==> src/rtl/icache_ctrl_nway_if.sv <==
// Handshake/bus bundle for the N-way instruction cache controller.
// Modport "master" is the controller; "slave" is the fetch stage, tag/data
// arrays and read channel that surround it.
//   Read-address channel: o_arvalid rises and stays high until a cycle where
//   i_arready is also high; that cycle is the transfer. Read-data channel:
//   a beat transfers in any cycle where i_rvalid and o_rready are both high.
// Optional performance counters appear only when ICACHE_PERF_CNT_EN is defined.
interface icache_ctrl_nway_if #(
    parameter int WAYS  = 4,
    parameter int SETS  = 64,
    parameter int BEATS = 8
);
    localparam int WW = (WAYS  > 1) ? $clog2(WAYS)  : 1;
    localparam int BW = (BEATS > 1) ? $clog2(BEATS) : 1;
    localparam int IW = $clog2(SETS);

    logic            i_start;
    logic            i_flush;
    logic [WAYS-1:0] i_valid;
    logic [WAYS-1:0] i_tag_match;
    logic            i_arready;
    logic            i_rvalid;
    logic            i_r_last;

    logic            o_stall;
    logic            o_hit;
    logic [WW-1:0]   o_hit_way;
    logic            o_arvalid;
    logic            o_rready;
    logic            o_fill_we;
    logic [WW-1:0]   o_fill_way;
    logic [BW-1:0]   o_beat_cnt;
    logic            o_fill_done;
    logic            o_refill_err;
    logic            o_inval_we;
    logic [IW-1:0]   o_inval_idx;
    logic            o_busy;
    logic [2:0]      o_state;     // debug view of the controller FSM
`ifdef ICACHE_PERF_CNT_EN
    logic [31:0]     o_hit_cnt;
    logic [31:0]     o_miss_cnt;
    logic [15:0]     o_flush_cnt;
`endif

    modport master (
        input  i_start, i_flush, i_valid, i_tag_match, i_arready, i_rvalid, i_r_last,
        output o_stall, o_hit, o_hit_way, o_arvalid, o_rready, o_fill_we, o_fill_way,
               o_beat_cnt, o_fill_done, o_refill_err, o_inval_we, o_inval_idx, o_busy,
               o_state
`ifdef ICACHE_PERF_CNT_EN
        , output o_hit_cnt, o_miss_cnt, o_flush_cnt
`endif
    );

    modport slave (
        output i_start, i_flush, i_valid, i_tag_match, i_arready, i_rvalid, i_r_last,
        input  o_stall, o_hit, o_hit_way, o_arvalid, o_rready, o_fill_we, o_fill_way,
               o_beat_cnt, o_fill_done, o_refill_err, o_inval_we, o_inval_idx, o_busy,
               o_state
`ifdef ICACHE_PERF_CNT_EN
        , input o_hit_cnt, o_miss_cnt, o_flush_cnt
`endif
    );
endinterface

==> src/rtl/icache_ctrl_nway.sv <==
// Control FSM for an N-way set-associative instruction cache.
// Resolves per-way hits, picks a refill victim (first invalid way, otherwise
// round-robin), issues the line read, counts refill beats and walks every set
// on an invalidate-all (fence.i). Outputs are decoded from state, counters
// and inputs in the same cycle.
// Optional: define ICACHE_PERF_CNT_EN to add saturating hit/miss/flush counters.
module icache_ctrl_nway #(
    parameter int WAYS  = 4,
    parameter int SETS  = 64,
    parameter int BEATS = 8
) (
    input logic                clk,
    input logic                arstn,
    icache_ctrl_nway_if.master bus
);
    localparam int WW = (WAYS  > 1) ? $clog2(WAYS)  : 1;
    localparam int BW = (BEATS > 1) ? $clog2(BEATS) : 1;
    localparam int IW = $clog2(SETS);

    typedef enum logic [2:0] {
        IDLE        = 3'd0,
        COMPARE_TAG = 3'd1,
        ADDR_REQ    = 3'd2,
        ALLOCATE    = 3'd3,
        FLUSH       = 3'd4
    } state_t;

    state_t          state;
    logic [BW-1:0]   beat_cnt;
    logic [IW-1:0]   flush_idx;
    logic [WW-1:0]   rr_ptr;
    logic [WW-1:0]   victim;
    logic            flush_pend;

    logic [WAYS-1:0] hit_vec;
    logic            hit_any;
    logic [WW-1:0]   hit_idx;
    logic            any_free;
    logic [WW-1:0]   free_idx;
    logic [WW-1:0]   rr_next;
    logic [BW-1:0]   beat_next;
    logic            beat_xfer;
    logic            last_xfer;

    assign hit_vec   = bus.i_valid & bus.i_tag_match;
    assign rr_next   = (rr_ptr == WW'(WAYS - 1)) ? '0 : rr_ptr + 1'b1;
    assign beat_next = (beat_cnt == BW'(BEATS - 1)) ? '0 : beat_cnt + 1'b1;
    assign beat_xfer = (state == ALLOCATE) && bus.i_rvalid;
    assign last_xfer = beat_xfer && bus.i_r_last;

    // Lowest-index hitting way wins; multiple hits are illegal anyway.
    always_comb begin
        hit_any = |hit_vec;
        hit_idx = '0;
        for (int w = WAYS - 1; w >= 0; w--) begin
            if (hit_vec[w]) hit_idx = WW'(w);
        end
    end

    // Lowest-index invalid way is the preferred victim.
    always_comb begin
        any_free = ~&bus.i_valid;
        free_idx = '0;
        for (int w = WAYS - 1; w >= 0; w--) begin
            if (!bus.i_valid[w]) free_idx = WW'(w);
        end
    end

    // Main controller FSM with its counters, victim and flush bookkeeping.
    always_ff @(posedge clk or negedge arstn) begin
        if (!arstn) begin
            state      <= IDLE;
            beat_cnt   <= '0;
            flush_idx  <= '0;
            rr_ptr     <= '0;
            victim     <= '0;
            flush_pend <= 1'b0;
        end else begin
            case (state)
                IDLE: begin
                    if (flush_pend || bus.i_flush) state <= FLUSH;
                    else if (bus.i_start)          state <= COMPARE_TAG;
                end
                COMPARE_TAG: begin
                    if (bus.i_flush) flush_pend <= 1'b1;
                    if (hit_any) begin
                        state <= IDLE;
                    end else begin
                        if (any_free) begin
                            victim <= free_idx;
                        end else begin
                            victim <= rr_ptr;
                            rr_ptr <= rr_next;
                        end
                        state <= ADDR_REQ;
                    end
                end
                ADDR_REQ: begin
                    if (bus.i_flush) flush_pend <= 1'b1;
                    if (bus.i_arready) begin
                        beat_cnt <= '0;
                        state    <= ALLOCATE;
                    end
                end
                ALLOCATE: begin
                    if (bus.i_flush) flush_pend <= 1'b1;
                    if (bus.i_rvalid) begin
                        beat_cnt <= beat_next;
                        if (bus.i_r_last) state <= COMPARE_TAG;
                    end
                end
                FLUSH: begin
                    if (flush_idx == IW'(SETS - 1)) begin
                        flush_idx  <= '0;
                        flush_pend <= 1'b0;
                        rr_ptr     <= '0;
                        state      <= IDLE;
                    end else begin
                        flush_idx <= flush_idx + 1'b1;
                    end
                end
                default: state <= IDLE;
            endcase
        end
    end

    // Output decode from state, counters and current inputs.
    always_comb begin
        bus.o_stall      = !((state == COMPARE_TAG) && hit_any);
        bus.o_hit        = (state == COMPARE_TAG) && hit_any;
        bus.o_hit_way    = (state == COMPARE_TAG) ? hit_idx : '0;
        bus.o_arvalid    = (state == ADDR_REQ);
        bus.o_rready     = (state == ALLOCATE);
        bus.o_fill_we    = beat_xfer;
        bus.o_fill_way   = victim;
        bus.o_beat_cnt   = beat_cnt;
        bus.o_fill_done  = last_xfer;
        bus.o_refill_err = last_xfer && (beat_cnt != BW'(BEATS - 1));
        bus.o_inval_we   = (state == FLUSH);
        bus.o_inval_idx  = flush_idx;
        bus.o_busy       = (state != IDLE);
        bus.o_state      = state;
    end

`ifdef ICACHE_PERF_CNT_EN
    logic        refill_cmp;
    logic [31:0] hit_cnt;
    logic [31:0] miss_cnt;
    logic [15:0] flush_cnt;

    // Saturating event counters; the compare that follows a refill is not a hit.
    always_ff @(posedge clk or negedge arstn) begin
        if (!arstn) begin
            refill_cmp <= 1'b0;
            hit_cnt    <= '0;
            miss_cnt   <= '0;
            flush_cnt  <= '0;
        end else begin
            if (last_xfer)                  refill_cmp <= 1'b1;
            else if (state == COMPARE_TAG)  refill_cmp <= 1'b0;
            if ((state == COMPARE_TAG) && hit_any && !refill_cmp && (hit_cnt != '1))
                hit_cnt <= hit_cnt + 1'b1;
            if ((state == COMPARE_TAG) && !hit_any && (miss_cnt != '1))
                miss_cnt <= miss_cnt + 1'b1;
            if ((state == FLUSH) && (flush_idx == IW'(SETS - 1)) && (flush_cnt != '1))
                flush_cnt <= flush_cnt + 1'b1;
        end
    end

    assign bus.o_hit_cnt   = hit_cnt;
    assign bus.o_miss_cnt  = miss_cnt;
    assign bus.o_flush_cnt = flush_cnt;
`endif
endmodule

==> src/flat_wrapper.sv <==
// flat-port wrapper written by rule: the top's interface ports become plain ports
module icache_ctrl_nway_flat 
#(
    parameter int WAYS  = 4,
    parameter int SETS  = 64,
    parameter int BEATS = 8
)
  (clk, arstn, bus_i_start, bus_i_flush, bus_i_valid, bus_i_tag_match, bus_i_arready, bus_i_rvalid, bus_i_r_last, bus_o_stall, bus_o_hit, bus_o_hit_way, bus_o_arvalid, bus_o_rready, bus_o_fill_we, bus_o_fill_way, bus_o_beat_cnt, bus_o_fill_done, bus_o_refill_err, bus_o_inval_we, bus_o_inval_idx, bus_o_busy, bus_o_state);
  icache_ctrl_nway_if #(.WAYS(WAYS), .SETS(SETS), .BEATS(BEATS)) bus_i ();
  input logic clk;
  input logic arstn;
  input wire logic [$bits(bus_i.i_start)-1:0] bus_i_start;
  input wire logic [$bits(bus_i.i_flush)-1:0] bus_i_flush;
  input wire logic [$bits(bus_i.i_valid)-1:0] bus_i_valid;
  input wire logic [$bits(bus_i.i_tag_match)-1:0] bus_i_tag_match;
  input wire logic [$bits(bus_i.i_arready)-1:0] bus_i_arready;
  input wire logic [$bits(bus_i.i_rvalid)-1:0] bus_i_rvalid;
  input wire logic [$bits(bus_i.i_r_last)-1:0] bus_i_r_last;
  output wire logic [$bits(bus_i.o_stall)-1:0] bus_o_stall;
  output wire logic [$bits(bus_i.o_hit)-1:0] bus_o_hit;
  output wire logic [$bits(bus_i.o_hit_way)-1:0] bus_o_hit_way;
  output wire logic [$bits(bus_i.o_arvalid)-1:0] bus_o_arvalid;
  output wire logic [$bits(bus_i.o_rready)-1:0] bus_o_rready;
  output wire logic [$bits(bus_i.o_fill_we)-1:0] bus_o_fill_we;
  output wire logic [$bits(bus_i.o_fill_way)-1:0] bus_o_fill_way;
  output wire logic [$bits(bus_i.o_beat_cnt)-1:0] bus_o_beat_cnt;
  output wire logic [$bits(bus_i.o_fill_done)-1:0] bus_o_fill_done;
  output wire logic [$bits(bus_i.o_refill_err)-1:0] bus_o_refill_err;
  output wire logic [$bits(bus_i.o_inval_we)-1:0] bus_o_inval_we;
  output wire logic [$bits(bus_i.o_inval_idx)-1:0] bus_o_inval_idx;
  output wire logic [$bits(bus_i.o_busy)-1:0] bus_o_busy;
  output wire logic [$bits(bus_i.o_state)-1:0] bus_o_state;
  assign bus_i.i_start = bus_i_start;
  assign bus_i.i_flush = bus_i_flush;
  assign bus_i.i_valid = bus_i_valid;
  assign bus_i.i_tag_match = bus_i_tag_match;
  assign bus_i.i_arready = bus_i_arready;
  assign bus_i.i_rvalid = bus_i_rvalid;
  assign bus_i.i_r_last = bus_i_r_last;
  assign bus_o_stall = bus_i.o_stall;
  assign bus_o_hit = bus_i.o_hit;
  assign bus_o_hit_way = bus_i.o_hit_way;
  assign bus_o_arvalid = bus_i.o_arvalid;
  assign bus_o_rready = bus_i.o_rready;
  assign bus_o_fill_we = bus_i.o_fill_we;
  assign bus_o_fill_way = bus_i.o_fill_way;
  assign bus_o_beat_cnt = bus_i.o_beat_cnt;
  assign bus_o_fill_done = bus_i.o_fill_done;
  assign bus_o_refill_err = bus_i.o_refill_err;
  assign bus_o_inval_we = bus_i.o_inval_we;
  assign bus_o_inval_idx = bus_i.o_inval_idx;
  assign bus_o_busy = bus_i.o_busy;
  assign bus_o_state = bus_i.o_state;
  icache_ctrl_nway #(.WAYS(WAYS), .SETS(SETS), .BEATS(BEATS)) u_core (.clk(clk), .arstn(arstn), .bus(bus_i));
endmodule
==> config.mk <==
export PLATFORM = sky130hd
export DESIGN_NAME = icache_ctrl_nway_flat
export DESIGN_NICKNAME = d
export VERILOG_FILES = /design/src/rtl/icache_ctrl_nway_if.sv /design/src/rtl/icache_ctrl_nway.sv /design/src/flat_wrapper.sv
export SDC_FILE = /design/constraint.sdc
export NUM_CORES = 1
export LEC_CHECK = 0
export CORE_MARGIN = 8
export CORE_UTILIZATION = 46
export DETAILED_ROUTE_END_ITERATION = 6
export PLACE_DENSITY = 0.93
export SETUP_SLACK_MARGIN = 0.3
export SLEW_MARGIN = 20
export SYNTH_ARGS = -nofsm -noshare
export SYNTH_HDL_FRONTEND = slang
export SYNTH_SLANG_ARGS = --single-unit
export TNS_END_PERCENT = 1
==> constraint.sdc <==
create_clock -name clk -period 2.6 [get_ports clk]
set_input_delay 0.52 -clock clk [delete_from_list [all_inputs] [get_ports clk]]
set_output_delay 0.52 -clock clk [all_outputs]
set_load 0.005 [all_outputs]
* Yosys cells after proc, flatten, opt, wreduce, memory -nomap -nowiden
Index checks and enable logic that the tools add are counted.
** Storage, ports and cells
- Word-level logic and storage cells :: 77
- Register bits :: 17
- Output and inout bits :: 25
- Bits of input ports :: 15
** Cells by class
- Add/sub/neg operators :: 3
- Bitwise gates (word level) :: 2
- Muxes and demuxes :: 31
- Equality and inequality tests :: 16
- Reduce and logical (&&, ||, !) cells :: 19
** Operators with widths (count)
- 2-to-1 mux 2 bit :: 15
- 2-to-1 mux 3 bit :: 9
- case mux 3 bit (5 select lines) :: 1
- != test 2 bit (second input constant) :: 4
- AND reduction 4 bit :: 2
- adder 6 x 1 -> 6 bit (second input constant) :: 1
- equality test 3 x 2 -> 1 bit (second input constant) :: 2
- equality test 3 bit (second input constant) :: 2
- equality test 6 bit (second input constant) :: 1
- 2-to-1 mux 6 bit :: 1
- != test 2 x 1 -> 1 bit (second input constant) :: 3
- case mux 3 bit (2 select lines) :: 1
- AND reduction 3 bit :: 2
- nonzero test 2 bit :: 3
- AND reduction 5 bit :: 1
- AND 4 bit :: 1
- logical AND 1 bit :: 4
- case mux 2 bit (2 select lines) :: 1
- OR reduction 4 bit :: 1
- adder 3 x 1 -> 3 bit (second input constant) :: 1
- equality test 3 x 1 -> 1 bit (second input constant) :: 1
- zero test 3 bit :: 1
- != test 3 x 2 -> 1 bit (second input constant) :: 1
- != test 3 bit (second input constant) :: 1
- other kinds (10) :: 11

* Depth between registers and ports, before layout
- Depth after elaboration :: 6
- Mapped depth :: 6
- Depth with buffers taken out :: 5

* Worst setup path before layout
No wires, ideal clock.
- Path type :: reg-to-output
- Start :: reg u_core.state[1] (netlist: u_core.bus.o_state[1])
- End :: out bus_o_stall
- Path slack :: 0.818 ns
- Buffers on the path :: 2
- Cell stages (with the launch flop) :: 6
- Data required time :: 2.080 ns
- Arrival time :: 1.262 ns
- Cell sequence :: dfrtp_1 > buf_6 > or3b_1 > buf_2 > a21oi_1 > inv_2
** On the way
- Longest elaborated chain between the ends :: 3
** RTL lines
- from (decl) :: line icache_ctrl_nway.sv:28 : state_t state;
- from (signal assigned) :: line icache_ctrl_nway.sv:72 : state <= IDLE;
- from (signal assigned) :: line icache_ctrl_nway.sv:81 : if (flush_pend || bus.i_flush) state <= FLUSH;
- from (signal assigned) :: line icache_ctrl_nway.sv:82 : else if (bus.i_start) state <= COMPARE_TAG;
- equality test 3 x 1 -> 1 bit
- logical AND 1 bit
- net bus_o_hit :: line flat_wrapper.sv:20 : output wire logic [$bits(bus_i.o_hit)-1:0] bus_o_hit;
- zero test 1 bit :: line icache_ctrl_nway.sv:129 : bus.o_stall = !((state == COMPARE_TAG) && hit_any);
- to (decl) :: line flat_wrapper.sv:19 : output wire logic [$bits(bus_i.o_stall)-1:0] bus_o_stall;
The timed path passes the listed nets, and every way through them passes these cells.

* Final worst setup path
- Start :: reg u_core.state[2] (netlist: u_core.bus.o_state[2])
- End :: out bus_o_hit_way[1]
** On the way
- Longest elaborated chain between the ends :: 2
** RTL lines
- equality test 3 x 1 -> 1 bit :: line icache_ctrl_nway.sv:131 : bus.o_hit_way = (state == COMPARE_TAG) ? hit_idx : '0;
- 2-to-1 mux 2 bit :: line icache_ctrl_nway.sv:131
- to (decl) :: line flat_wrapper.sv:21 : output wire logic [$bits(bus_i.o_hit_way)-1:0] bus_o_hit_way;
Every way passes these cells.

==> results.toml <==
[clock_network]
clockBufferDepth = 2
cts.sinks = 17
cts_root_buffer = "clkbuf_4"
h-tree-depth = 1
tritoncts = "built"
cts_buffers = 3
cts.clk_slew.worst_paths_ns = 0.10
insertion_delay_ns = 0.29

[placed_design]
place_area_um2 = 1470
hpwl_mm = 2.31
dp_slack_ns = 0.0428
place_congestion = 0.814
portBuffers = 39

[grt]
grt_pass1_wl_mm = 4.57
grt_max_degree = 18
gr-usage-met3 = 0.0265
antenna_found_initial = 0
grtUsageTotal = 0.136
first_global_vias = 1013
use_met2 = 0.245
grt_util_met1 = 0.145
grt.busiest_layer = "met2"
overflow = 0

[route]
first_pass_iters = 4
via_per_inst = 5.50
drt_wl_total_mm = 2.95
wire_per_inst_um = 15.7
ant_nets = 0
drt-initial-drc-count = 28
vias = 1028
drc = 0

[worst_setup_path]
slowest_delay_ns = 0.53
crit_type = "flop to output pin"
path_buf_inv = 1
cp.required_ns = 2.08
arrival_ns = 1.93
cp_slowest_cell = "clkdlybuf4s50_1"
critPathMaxFanout = 6
worstReg2RegStart = "u_core.bus.o_state[2]"
critPathCaptureType = "output pin"
crit_family = "simple AND/OR/NAND/NOR gates"
cp-startpoint = "u_core.bus.o_state[2]"
cp-start-kind = "flop"
path_cells = "or3b_4 > nor3_2 > clkdlybuf4s50_1"

[die]
fp-row-count = 17
io-pin-count = 40
initial_utilization = 0.478
die_area_um2 = 4060
core_area_um2 = 2190
die_x_um = 63.7
die_y_um = 63.7

[timing]
finalCritPeriodShare = 0.944
timing.hold.ws_ns = 0.521
rsz0062_at_grt = "true"
period_minus_slack_ns = 2.45
worstMarginPinSlew_ns = 0.770
drv_slew = 0
hold_viol = 0
maxSlewHeadroom = 0.485
finalWorstSetupSlack_ns = 0.145
fmax_ghz = 0.407
finalSetupTns_ns = 0
setup_viol = 0
clock_skew_ns = 0.00410

[cells_and_area]
layout-drive-gt1-share = 0.145
fillCellCount = 167
diodes = 0
area_delta_synth_final_pct = 47.9
layout_common_cells = "clkdlybuf4s50_1 (34), dfrtp_1 (15), nand2_1 (10)"
final_common_cell = "clkdlybuf4s50_1"
nets = 179
final_area_um2 = 1550

[power_and_ir_drop]
powerDensity_nw_per_um2 = 296
max-vdd-ir-drop_mv = 0.267
p_leak_nw = 0.663

[logic_synthesis]
async_flop_share = 1.00
synth_fp_nets = 131
ys_warn_count = 0
yosys.area_share.simple = 0.227
synth-seq-area-share = 0.406
synthAdderAreaFrac = 0.0478
synth_mux_area_frac = 0.0191
syn-instance-count = 112
synth-main-ff-cell = "dfrtp_1"
synth_compound_area_frac = 0.228
synth_xor_area_frac = 0.0167
synth.cell_area_um2 = 1050
synth_edf_count = 0
synth_top_family_by_area = "compound AO/OA/AOI/OAI gates"
synth.distinct_cells = 38
ys_seq_elements = 17
synth.avg_cell_area_um2 = 9.35

[outcome]
outcome = "completed"

[worst_hold_path]
min_path_type = "flop to flop"
worstHoldStart = "u_core.flush_pend"

[run]
maxCapViolations = 0
-- Yosys cell counts (3+ instances only) --
library cell / n / area, µm²
nor2_1: 5 / 18.8
nor2b_1: 4 / 25.0
a21oi_1: 5 / 25.0
ha_1: 4 / 50.1
nand3_1: 4 / 20.0
a22o_1: 5 / 43.8
dfrtp_1: 17 / 425
o21ai_0: 5 / 25.0
o21ai_1: 4 / 20.0
nand4_1: 3 / 18.8
o31ai_1: 4 / 30.0
inv_1: 5 / 18.8
nand2_1: 10 / 37.5
-- layer usage --
metal | wire length [µm] | part of all wire
met5 | 0 | 0
met4 | 56 | 0.019
met3 | 114 | 0.039
met2 | 1540 | 0.52
met1 | 1230 | 0.42
-- cells by family after synthesis --
family                     count (synthesis)
AOI/OAI and AO/OA                         35
xor gates and xnor gates                   2
adders and majority gates                  4
buffers and inverters                     11
DFF                                       17
muxes                                      2
and+or+nand+nor                           41
-- stage by stage --
step | total power [mW] | std cells | utilization
detailed placement | 0.321 | 179 | 0.672
CTS | 0.459 | 184 | 0.692
global placement | 0.318 | 179 | 0.672
global route | 0.470 | 187 | 0.707
floorplan | 0.280 | 112 | -
finish | 0.459 | 187 | 0.707
-- worst paths after layout --
path / to / slack (ns) / depth (start not counted)
max in group asynchronous: u_core.bus.o_state[1] / 1.40 / 1
worst min-delay path: u_core.flush_pend / 0.52 / 2
worst max register to register: u_core.rr_ptr[1] / 0.99 / 3
min in group asynchronous: u_core.bus.o_inval_idx[4] / 0.67 / 1
worst min register to register: u_core.flush_pend / 0.52 / 2
worst max-delay path: bus_o_hit_way[1] / 0.15 / 3
-- sequential cells by signal, indices dropped and copies added (netlist names) --
| register | cells |
|---|---|
| u_core.rr_ptr | 2 |
| u_core.flush_pend | 1 |
| u_core.bus.o_inval_idx | 6 |
| u_core.bus.o_beat_cnt | 3 |
| u_core.bus.o_fill_way | 2 |
| u_core.bus.o_state | 3 |
-- worst register-to-register path: stages, from the launching register on --
cell     delay [ns]
dfrtp_2        0.46
or3b_4         0.47
nor4_4         0.35
mux2i_1        0.25
-- cell type report --
class                           instances  area (µm²)  share of cell area
Tap cell                               28        35.0              0.0226
Sequential cell                        17         428               0.276
Inverter                                7        26.3              0.0170
Timing Repair Buffer                   47         448               0.289
Multi-Input combinational cell         84         586               0.378
Clock buffer                            4        26.3              0.0170
-- report_power, final --
group	total, mW	switching, mW	internal, mW	leakage [nW]
clock	0.143	0.0832	0.0597	0.0150
sequential	0.264	0	0.264	0.191
combinational	0.0517	0.0258	0.0258	0.457
-- timing repair --
item                       4_1_cts  5_1_grt
setup endpoints to repair        9        7
gates resized for setup         10        3
buffers inserted                 1        3
hold buffers                     0        0
Power figures use the tool's default switching activity.
